[src/rtl/qfilt_pkg.sv]
// Shared definitions for the queue mask filter.
// Holds the fully-filtered sub-queue policy enum used by the filter and its keep selector.
package qfilt_pkg;

    typedef enum logic {
        EMPTY_DROP = 1'b0,
        EMPTY_EMIT = 1'b1
    } empty_mode_e;

endpackage

[src/rtl/qfilt_mask_sel.sv]
// Keep/match decision for one incoming item against the active ctrl mask.
// Unmatched sub-queue terminators are kept as zero-data stand-in items only when no item of that sub-queue matched.
module qfilt_mask_sel
    import qfilt_pkg::*;
#(
    parameter int          W_CTRL     = 1,
    parameter empty_mode_e EMPTY_MODE = EMPTY_DROP
) (
    input  logic [(2**W_CTRL)-1:0] mask_reg,
    input  logic [W_CTRL-1:0]      ctrl,
    input  logic                   eot0,
    input  logic                   seen_match,
    output logic                   match,
    output logic                   keep
);

    // Mask lookup and empty sub-queue stand-in qualification.
    always_comb begin
        match = mask_reg[ctrl];
        keep  = 1'b0;
        if (match) begin
            keep = 1'b1;
        end else if (EMPTY_MODE == EMPTY_EMIT) begin
            keep = eot0 && !seen_match;
        end else begin
            keep = 1'b0;
        end
    end

endmodule

[src/rtl/qfilt_mask.sv]
// Queue filter: forwards items whose ctrl value is enabled in a runtime mask and
// folds the eot bits of dropped items into the last kept item held in a one-slot buffer.
module qfilt_mask
    import qfilt_pkg::*;
#(
    parameter int                      W_DIN      = 16,
    parameter int                      W_DOUT     = 16,
    parameter int                      W_CTRL     = 1,
    parameter int                      LVL        = 1,
    parameter empty_mode_e             EMPTY_MODE = EMPTY_DROP,
    parameter logic [(2**W_CTRL)-1:0]  MASK_RST   = {{((2**W_CTRL)-1){1'b0}}, 1'b1}
) (
    input  logic                         clk,
    input  logic                         rst,
    input  logic                         sel_valid,
    output logic                         sel_ready,
    input  logic [(2**W_CTRL)-1:0]       sel_data,
    input  logic                         din_valid,
    output logic                         din_ready,
    input  logic [LVL+W_CTRL+W_DIN-1:0]  din_data,
    output logic                         dout_valid,
    input  logic                         dout_ready,
    output logic [LVL+W_DOUT-1:0]        dout_data
);

    localparam int W_MASK = 2**W_CTRL;

    typedef struct packed {
        logic [LVL-1:0]    eot;
        logic [W_CTRL-1:0] ctrl;
        logic [W_DIN-1:0]  data;
    } din_t;

    typedef struct packed {
        logic [LVL-1:0]    eot;
        logic [W_DOUT-1:0] data;
    } dout_t;

    din_t              din_s;
    dout_t             dout_s;

    logic              hold_valid_r;
    logic [LVL-1:0]    hold_eot_r;
    logic [W_DOUT-1:0] hold_data_r;
    logic              in_queue_r;
    logic              seen_match_r;
    logic [W_MASK-1:0] mask_r;

    logic              hold_valid_nxt_s;
    logic [LVL-1:0]    hold_eot_nxt_s;
    logic [W_DOUT-1:0] hold_data_nxt_s;
    logic              in_queue_nxt_s;
    logic              seen_match_nxt_s;
    logic [W_MASK-1:0] mask_nxt_s;

    logic              match_s;
    logic              keep_s;
    logic              sel_block_s;
    logic              dout_valid_s;
    logic              handshake_s;
    logic              din_ready_s;
    logic              accept_s;
    logic              sel_accept_s;

    assign din_s = din_t'(din_data);

    qfilt_mask_sel #(
        .W_CTRL     (W_CTRL),
        .EMPTY_MODE (EMPTY_MODE)
    ) u_sel (
        .mask_reg   (mask_r),
        .ctrl       (din_s.ctrl),
        .eot0       (din_s.eot[0]),
        .seen_match (seen_match_r),
        .match      (match_s),
        .keep       (keep_s)
    );

    // Handshake arbitration; a pending mask update between outer queues stalls din.
    always_comb begin
        sel_block_s  = sel_valid && !in_queue_r;
        sel_accept_s = sel_valid && !in_queue_r;
        dout_valid_s = hold_valid_r &&
                       ((din_valid && keep_s && !sel_block_s) || hold_eot_r[LVL-1]);
        handshake_s  = dout_valid_s && dout_ready;
        din_ready_s  = 1'b0;
        if (!din_valid || sel_block_s) begin
            din_ready_s = 1'b0;
        end else if (keep_s) begin
            din_ready_s = !hold_valid_r || handshake_s;
        end else begin
            din_ready_s = !dout_valid_s || handshake_s;
        end
        accept_s = din_valid && din_ready_s;
    end

    // Hold-slot update: load a kept item, drain on handshake, or merge a dropped item's eot.
    always_comb begin
        hold_valid_nxt_s = hold_valid_r;
        hold_eot_nxt_s   = hold_eot_r;
        hold_data_nxt_s  = hold_data_r;
        if (accept_s && keep_s) begin
            hold_valid_nxt_s = 1'b1;
            hold_eot_nxt_s   = din_s.eot;
            if (match_s) begin
                hold_data_nxt_s = din_s.data[W_DOUT-1:0];
            end else begin
                hold_data_nxt_s = {W_DOUT{1'b0}};
            end
        end else if (handshake_s) begin
            hold_valid_nxt_s = 1'b0;
            hold_eot_nxt_s   = {LVL{1'b0}};
            hold_data_nxt_s  = {W_DOUT{1'b0}};
        end else if (accept_s && hold_valid_r) begin
            hold_eot_nxt_s = hold_eot_r | din_s.eot;
        end else begin
            hold_eot_nxt_s = hold_eot_r;
        end
    end

    // Queue-position tracking and mask reload.
    always_comb begin
        in_queue_nxt_s   = in_queue_r;
        seen_match_nxt_s = seen_match_r;
        mask_nxt_s       = mask_r;
        if (accept_s) begin
            in_queue_nxt_s = !din_s.eot[LVL-1];
        end else begin
            in_queue_nxt_s = in_queue_r;
        end
        if (accept_s && din_s.eot[0]) begin
            seen_match_nxt_s = 1'b0;
        end else if (accept_s && match_s) begin
            seen_match_nxt_s = 1'b1;
        end else begin
            seen_match_nxt_s = seen_match_r;
        end
        if (sel_accept_s) begin
            mask_nxt_s = sel_data;
        end else begin
            mask_nxt_s = mask_r;
        end
    end

    // State registers.
    always_ff @(posedge clk or posedge rst) begin
        if (rst) begin
            hold_valid_r <= 1'b0;
            hold_eot_r   <= {LVL{1'b0}};
            hold_data_r  <= {W_DOUT{1'b0}};
            in_queue_r   <= 1'b0;
            seen_match_r <= 1'b0;
            mask_r       <= MASK_RST;
        end else begin
            hold_valid_r <= hold_valid_nxt_s;
            hold_eot_r   <= hold_eot_nxt_s;
            hold_data_r  <= hold_data_nxt_s;
            in_queue_r   <= in_queue_nxt_s;
            seen_match_r <= seen_match_nxt_s;
            mask_r       <= mask_nxt_s;
        end
    end

    assign dout_s     = '{eot: hold_eot_r, data: hold_data_r};
    assign dout_data  = dout_s;
    assign dout_valid = dout_valid_s;
    assign din_ready  = din_ready_s;
    assign sel_ready  = !in_queue_r;

endmodule
[config.mk]
export PLATFORM = sky130hd
export DESIGN_NAME = qfilt_mask
export DESIGN_NICKNAME = d
export VERILOG_FILES = /design/src/rtl/qfilt_pkg.sv /design/src/rtl/qfilt_mask_sel.sv /design/src/rtl/qfilt_mask.sv
export SDC_FILE = /design/constraint.sdc
export NUM_CORES = 1
export LEC_CHECK = 0
export BUFFER_PORTS_ARGS = -buffer_cell sky130_fd_sc_hd__buf_2
export CORE_UTILIZATION = 40
export DETAILED_ROUTE_END_ITERATION = 10
export PLACE_DENSITY = 0.68
export SYNTH_ARGS = -nofsm -noshare
export SYNTH_HDL_FRONTEND = slang
export SYNTH_HIERARCHICAL = 1
export SYNTH_SLANG_ARGS = --single-unit
[constraint.sdc]
create_clock -name clk -period 4.3 [get_ports clk]
set_input_delay 0.645 -clock clk [delete_from_list [all_inputs] [get_ports clk]]
set_output_delay 0.645 -clock clk [all_outputs]
set_load 0.02 [all_outputs]
-- Word level (Yosys, flattened, before mapping)
Index checks and enable logic that the tools add are counted.
- register bits after elaboration: 21
- input port bits: 25
- output and inout bits: 20
- magnitude comparators: 1
- muxes and demuxes: 13
- bitwise gates (word level): 1
- reduce and logical (&&, ||, !) cells: 20
- operators by type and width (operator ; count):
    2-to-1 mux 16 bit ; 3
    2-to-1 mux 1 bit ; 10
    logical AND 1 bit ; 8
    zero test 1 bit ; 6
    logical OR 1 bit ; 4
    nonzero test 3 bit ; 1
    less-than comparator 1 x 2 -> 1 bit, second input constant ; 1
    nonzero test 2 bit ; 1
    OR 1 bit ; 1

-- Logic depth before layout (Yosys ltp)
- depth after elaboration: 16
- mapped depth: 6
- mapped depth without buffers: 5

-- Hierarchy
Netlist, hierarchy kept.
- modules (own cells, without submodules) (module ; times used ; cells an instance ; area each (um^2) ; seq. area each (um^2)):
    qfilt_mask ; 1 ; 107 ; 1158.6 ; 551.8
    qfilt_mask_sel ; 1 ; 2 ; 22.5 ; 0.0

-- Worst setup path before layout
No wires, ideal clock.
- path kind: in2out
- start: input port din_data[16]
- end: output port dout_valid
- arrival time: 1391 ps
- path slack: 2264 ps
- stages on the path: 3
- path buffers: 0
- cells stage by stage: mux2_4 > and3_1 > o21a_1
- longest elaborated chain between the ends: 7
- ends and longest elaborated chain (element ; line ; RTL):
    start: declaration ; qfilt_mask.sv:20 ; input logic [LVL+W_CTRL+W_DIN-1:0] din_data,
    2-to-1 mux 1 bit (implied by the code) (2 in a row) ; qfilt_mask_sel.sv:19 ; match = mask_reg[ctrl];
    2-to-1 mux 1 bit ; qfilt_mask_sel.sv:21 ; if (match) begin
    logical AND 1 bit (2 in a row) ; qfilt_mask.sv:84 ; ((din_valid && keep_s && !sel_block_s) || hold_eot_r[LVL-1]);
    logical OR 1 bit ; qfilt_mask.sv:84 ;
    logical AND 1 bit ; qfilt_mask.sv:83 ; dout_valid_s = hold_valid_r &&
    end: declaration ; qfilt_mask.sv:21 ; output logic dout_valid,
No other way between the ends. The select of a mux whose other input is x is not followed.

-- Worst setup path in the final report
- start: input port din_data[16]
- end: output port dout_valid
- longest elaborated chain between the ends: 7
- ends and longest elaborated chain (element ; line ; RTL):
    2-to-1 mux 1 bit (implied by the code) (2 in a row) ; qfilt_mask_sel.sv:19 ;
    2-to-1 mux 1 bit ; qfilt_mask_sel.sv:21 ;
    net keep_s ; qfilt_mask.sv:57 ; logic keep_s;
    logical AND 1 bit (2 in a row) ; qfilt_mask.sv:84 ;
    logical OR 1 bit ; qfilt_mask.sv:84 ;
    logical AND 1 bit ; qfilt_mask.sv:83 ;
The timed path passes the listed nets, and every way through them passes these cells. The select of a mux whose other input is x is not followed.

==> results by group <==
Yosys
  • Synthesis warning total: 6
  • Syn nets: 131
  • Netlist Area Pre-Place: 1142 µm²
  • Synthesized instance count: around 110
  • Syn avg cell area: ~11 µm²

Critical path
  • Crit end category: output port
  • R2R Setup Slk: around 2.3 ns
  • Crit path to: dout_valid
  • Source of the worst register-to-register timing path: mask_r[0]
  • WP data arrival: roughly 1.7 ns
  • CP startpoint: din_data[16]
  • Critical path class: in2out
  • Worst-path maximum fanout: 21
  • Worst endpoint required time: between 3 and 4 ns
  • R2R cell count: 4
  • Reg-to-Reg End: hold_data_r[9]
  • CP Launch Type: input port

STA
  • Clock skew: between 0.008 and 0.009 ns
  • Slew HR: a little under half
  • Count of final setup violators: 0
  • Fin. Hold Viols: 0
  • RSZ-0062 raised after global routing: false
  • Max-slew violations: 0
  • Setup TNS: 0 ns
  • Fin crit period: between 2 and 2.5 ns
  • Crit share post-route: approximately 55%
  • Fmax: ~0.42 GHz
  • Measured slew at the worst slew-check pin: around 0.8 ns

CTS
  • Root buffer cell: clkbuf_4
  • TritonCTS clock tree: yes
  • CTS resizes: 0
  • Clock latency on the worst-skew pair: 0.30 ns
  • Cts hold-fix bufs: 0
  • # Post-CTS Setup Buffers: 0
  • Clk buf depth: 2
  • Clock tree sinks: 21
  • Clock slew at reported path FFs: ~0.12 ns
  • Total CTS buffers: 3
  • H-tree depth: 1

Final layout
  • Share of post-route cells with drive strength above 1: around 58%
  • Layout area overhead: 19.28%
  • Filler cell count: 260
  • Finished Layout Cells: between 150 and 200
  • Diodes inserted: 0
  • Final #Nets: roughly 170

Global routing
  • Largest net degree at the start of global routing: 33
  • First-pass GRT wire length: ~3600 µm
  • GRT Util Overall: ~15%
  • Number of global-route vias before repair: 803
  • Total gr overflow: 0
  • Initial antenna violation count: 0

Die
  • Area of the core: 2734 µm²
  • Num ports: 45
  • Die Y: 55.44 µm
  • Die area: 3074 µm²
  • Die Wd: roughly 55 µm
  • Initial Util: between 40% and 50%
  • Rows: 19

Power and ir drop
  • Cell leakage power: 0.6878 nW
  • VDD IR max: about 0.00031 V
  • PD cells: between 500 and 600 nW/µm²

Placement
  • IO buf count: 44
  • DPL Wire Length: ~1500 µm
  • GPL Wtd Cong: 0.7179
  • Placed insts: 173

Detailed routing
  • Via count: between 800 and 900
  • DR WL/cell: 12.15 µm
  • Final ANT Viol Nets: 0
  • Via density: between 5 and 6
  • DRT Pass-1 Iters: 4
  • DRC errors left: 0
  • DRT Wirelength: ~2200 µm
  • DRT iter0 DRCs: 16

Worst hold path
  • Min-Delay Path Class: in2async

Run status
  • Status: finished, final reports clean

Flow run
  • Max-cap check violation count: 0
==> through the flow <==
stage          hold WS (ns)  util (%)  power [mW]  worst slack [ns]  cell area [µm²]
2_1_floorplan        0.4389         -      0.5793             2.264             1142
3_3_place_gp         0.4482     48.88      0.6317             1.962             1336
3_5_place_dp         0.4580     48.88      0.6422             1.943             1336
4_1_cts              0.4763     49.84      0.7399             1.940             1363
5_1_grt              0.4870     49.84      0.7803             1.915             1363
6_report             0.4697     49.84      0.7275             1.943             1363
==> cells in the final DEF, fill, tap and decap left out, types with 2 or more instances in the layout <==
master / count
nand3_2: 15
nand3_1: 3
clkbuf_4: 3
dfrtp_1: 20
buf_2: 44
nor2_1: 2
a21oi_1: 3
o21ai_2: 16
nand2_1: 23
inv_1: 3
==> critical path: stages <==
cell    delay (ns)
buf_2         0.11
mux2_4        0.41
and3_1        0.23
o21a_1        0.17
buf_2         0.15
==> state kept, by name, indices dropped and copies added, names as in the netlist <==
signal,cells
hold_data_r,16
hold_eot_r,1
hold_valid_r,1
in_queue_r,1
mask_r,2
==> where the power goes <==
part           internal, mW  switching (mW)  leakage [nW]
clock                0.0362          0.0582        0.0150
sequential            0.251          0.0427         0.275
combinational         0.121           0.218         0.398
total                 0.409           0.319         0.688
==> how the worst min path moves through the flow <==
| stage | to | slack (ns) | depth (start not counted) |
|---|---|---|---|
| 5_1_grt | mask_r[0] | 0.49 | 2 |
| 6_report | hold_data_r[3] | 0.47 | 2 |
| 4_1_cts | mask_r[0] | 0.48 | 2 |
| 3_3_place_gp | mask_r[0] | 0.45 | 2 |
| 2_1_floorplan | mask_r[0] | 0.44 | 2 |
| 3_5_place_dp | mask_r[0] | 0.46 | 2 |
==> final cells by class <==
type	instances	area (µm²)	share of cell area (%)
inverter	3	11.26	0.8264
sequential	21	526.8	38.66
multi-input combinational	74	539.3	39.58
clock buffer	4	26.28	1.928
timing repair buffer	44	220.2	16.16
tap	31	38.79	2.847
==> per-layer routing <==
| layer | track usage, % | routed length (µm) | vias to the layer above |
|---|---|---|---|
| li1 | - | - | 446 |
| met1 | 19.24 | 957 | 417 |
| met2 | 24.10 | 1064 | 22 |
| met3 | 3.279 | 88 | 4 |
| met4 | 7.500 | 41 | 0 |
| met5 | 0 | 0 | - |
Note: power is estimated with default switching activity, not from simulation.
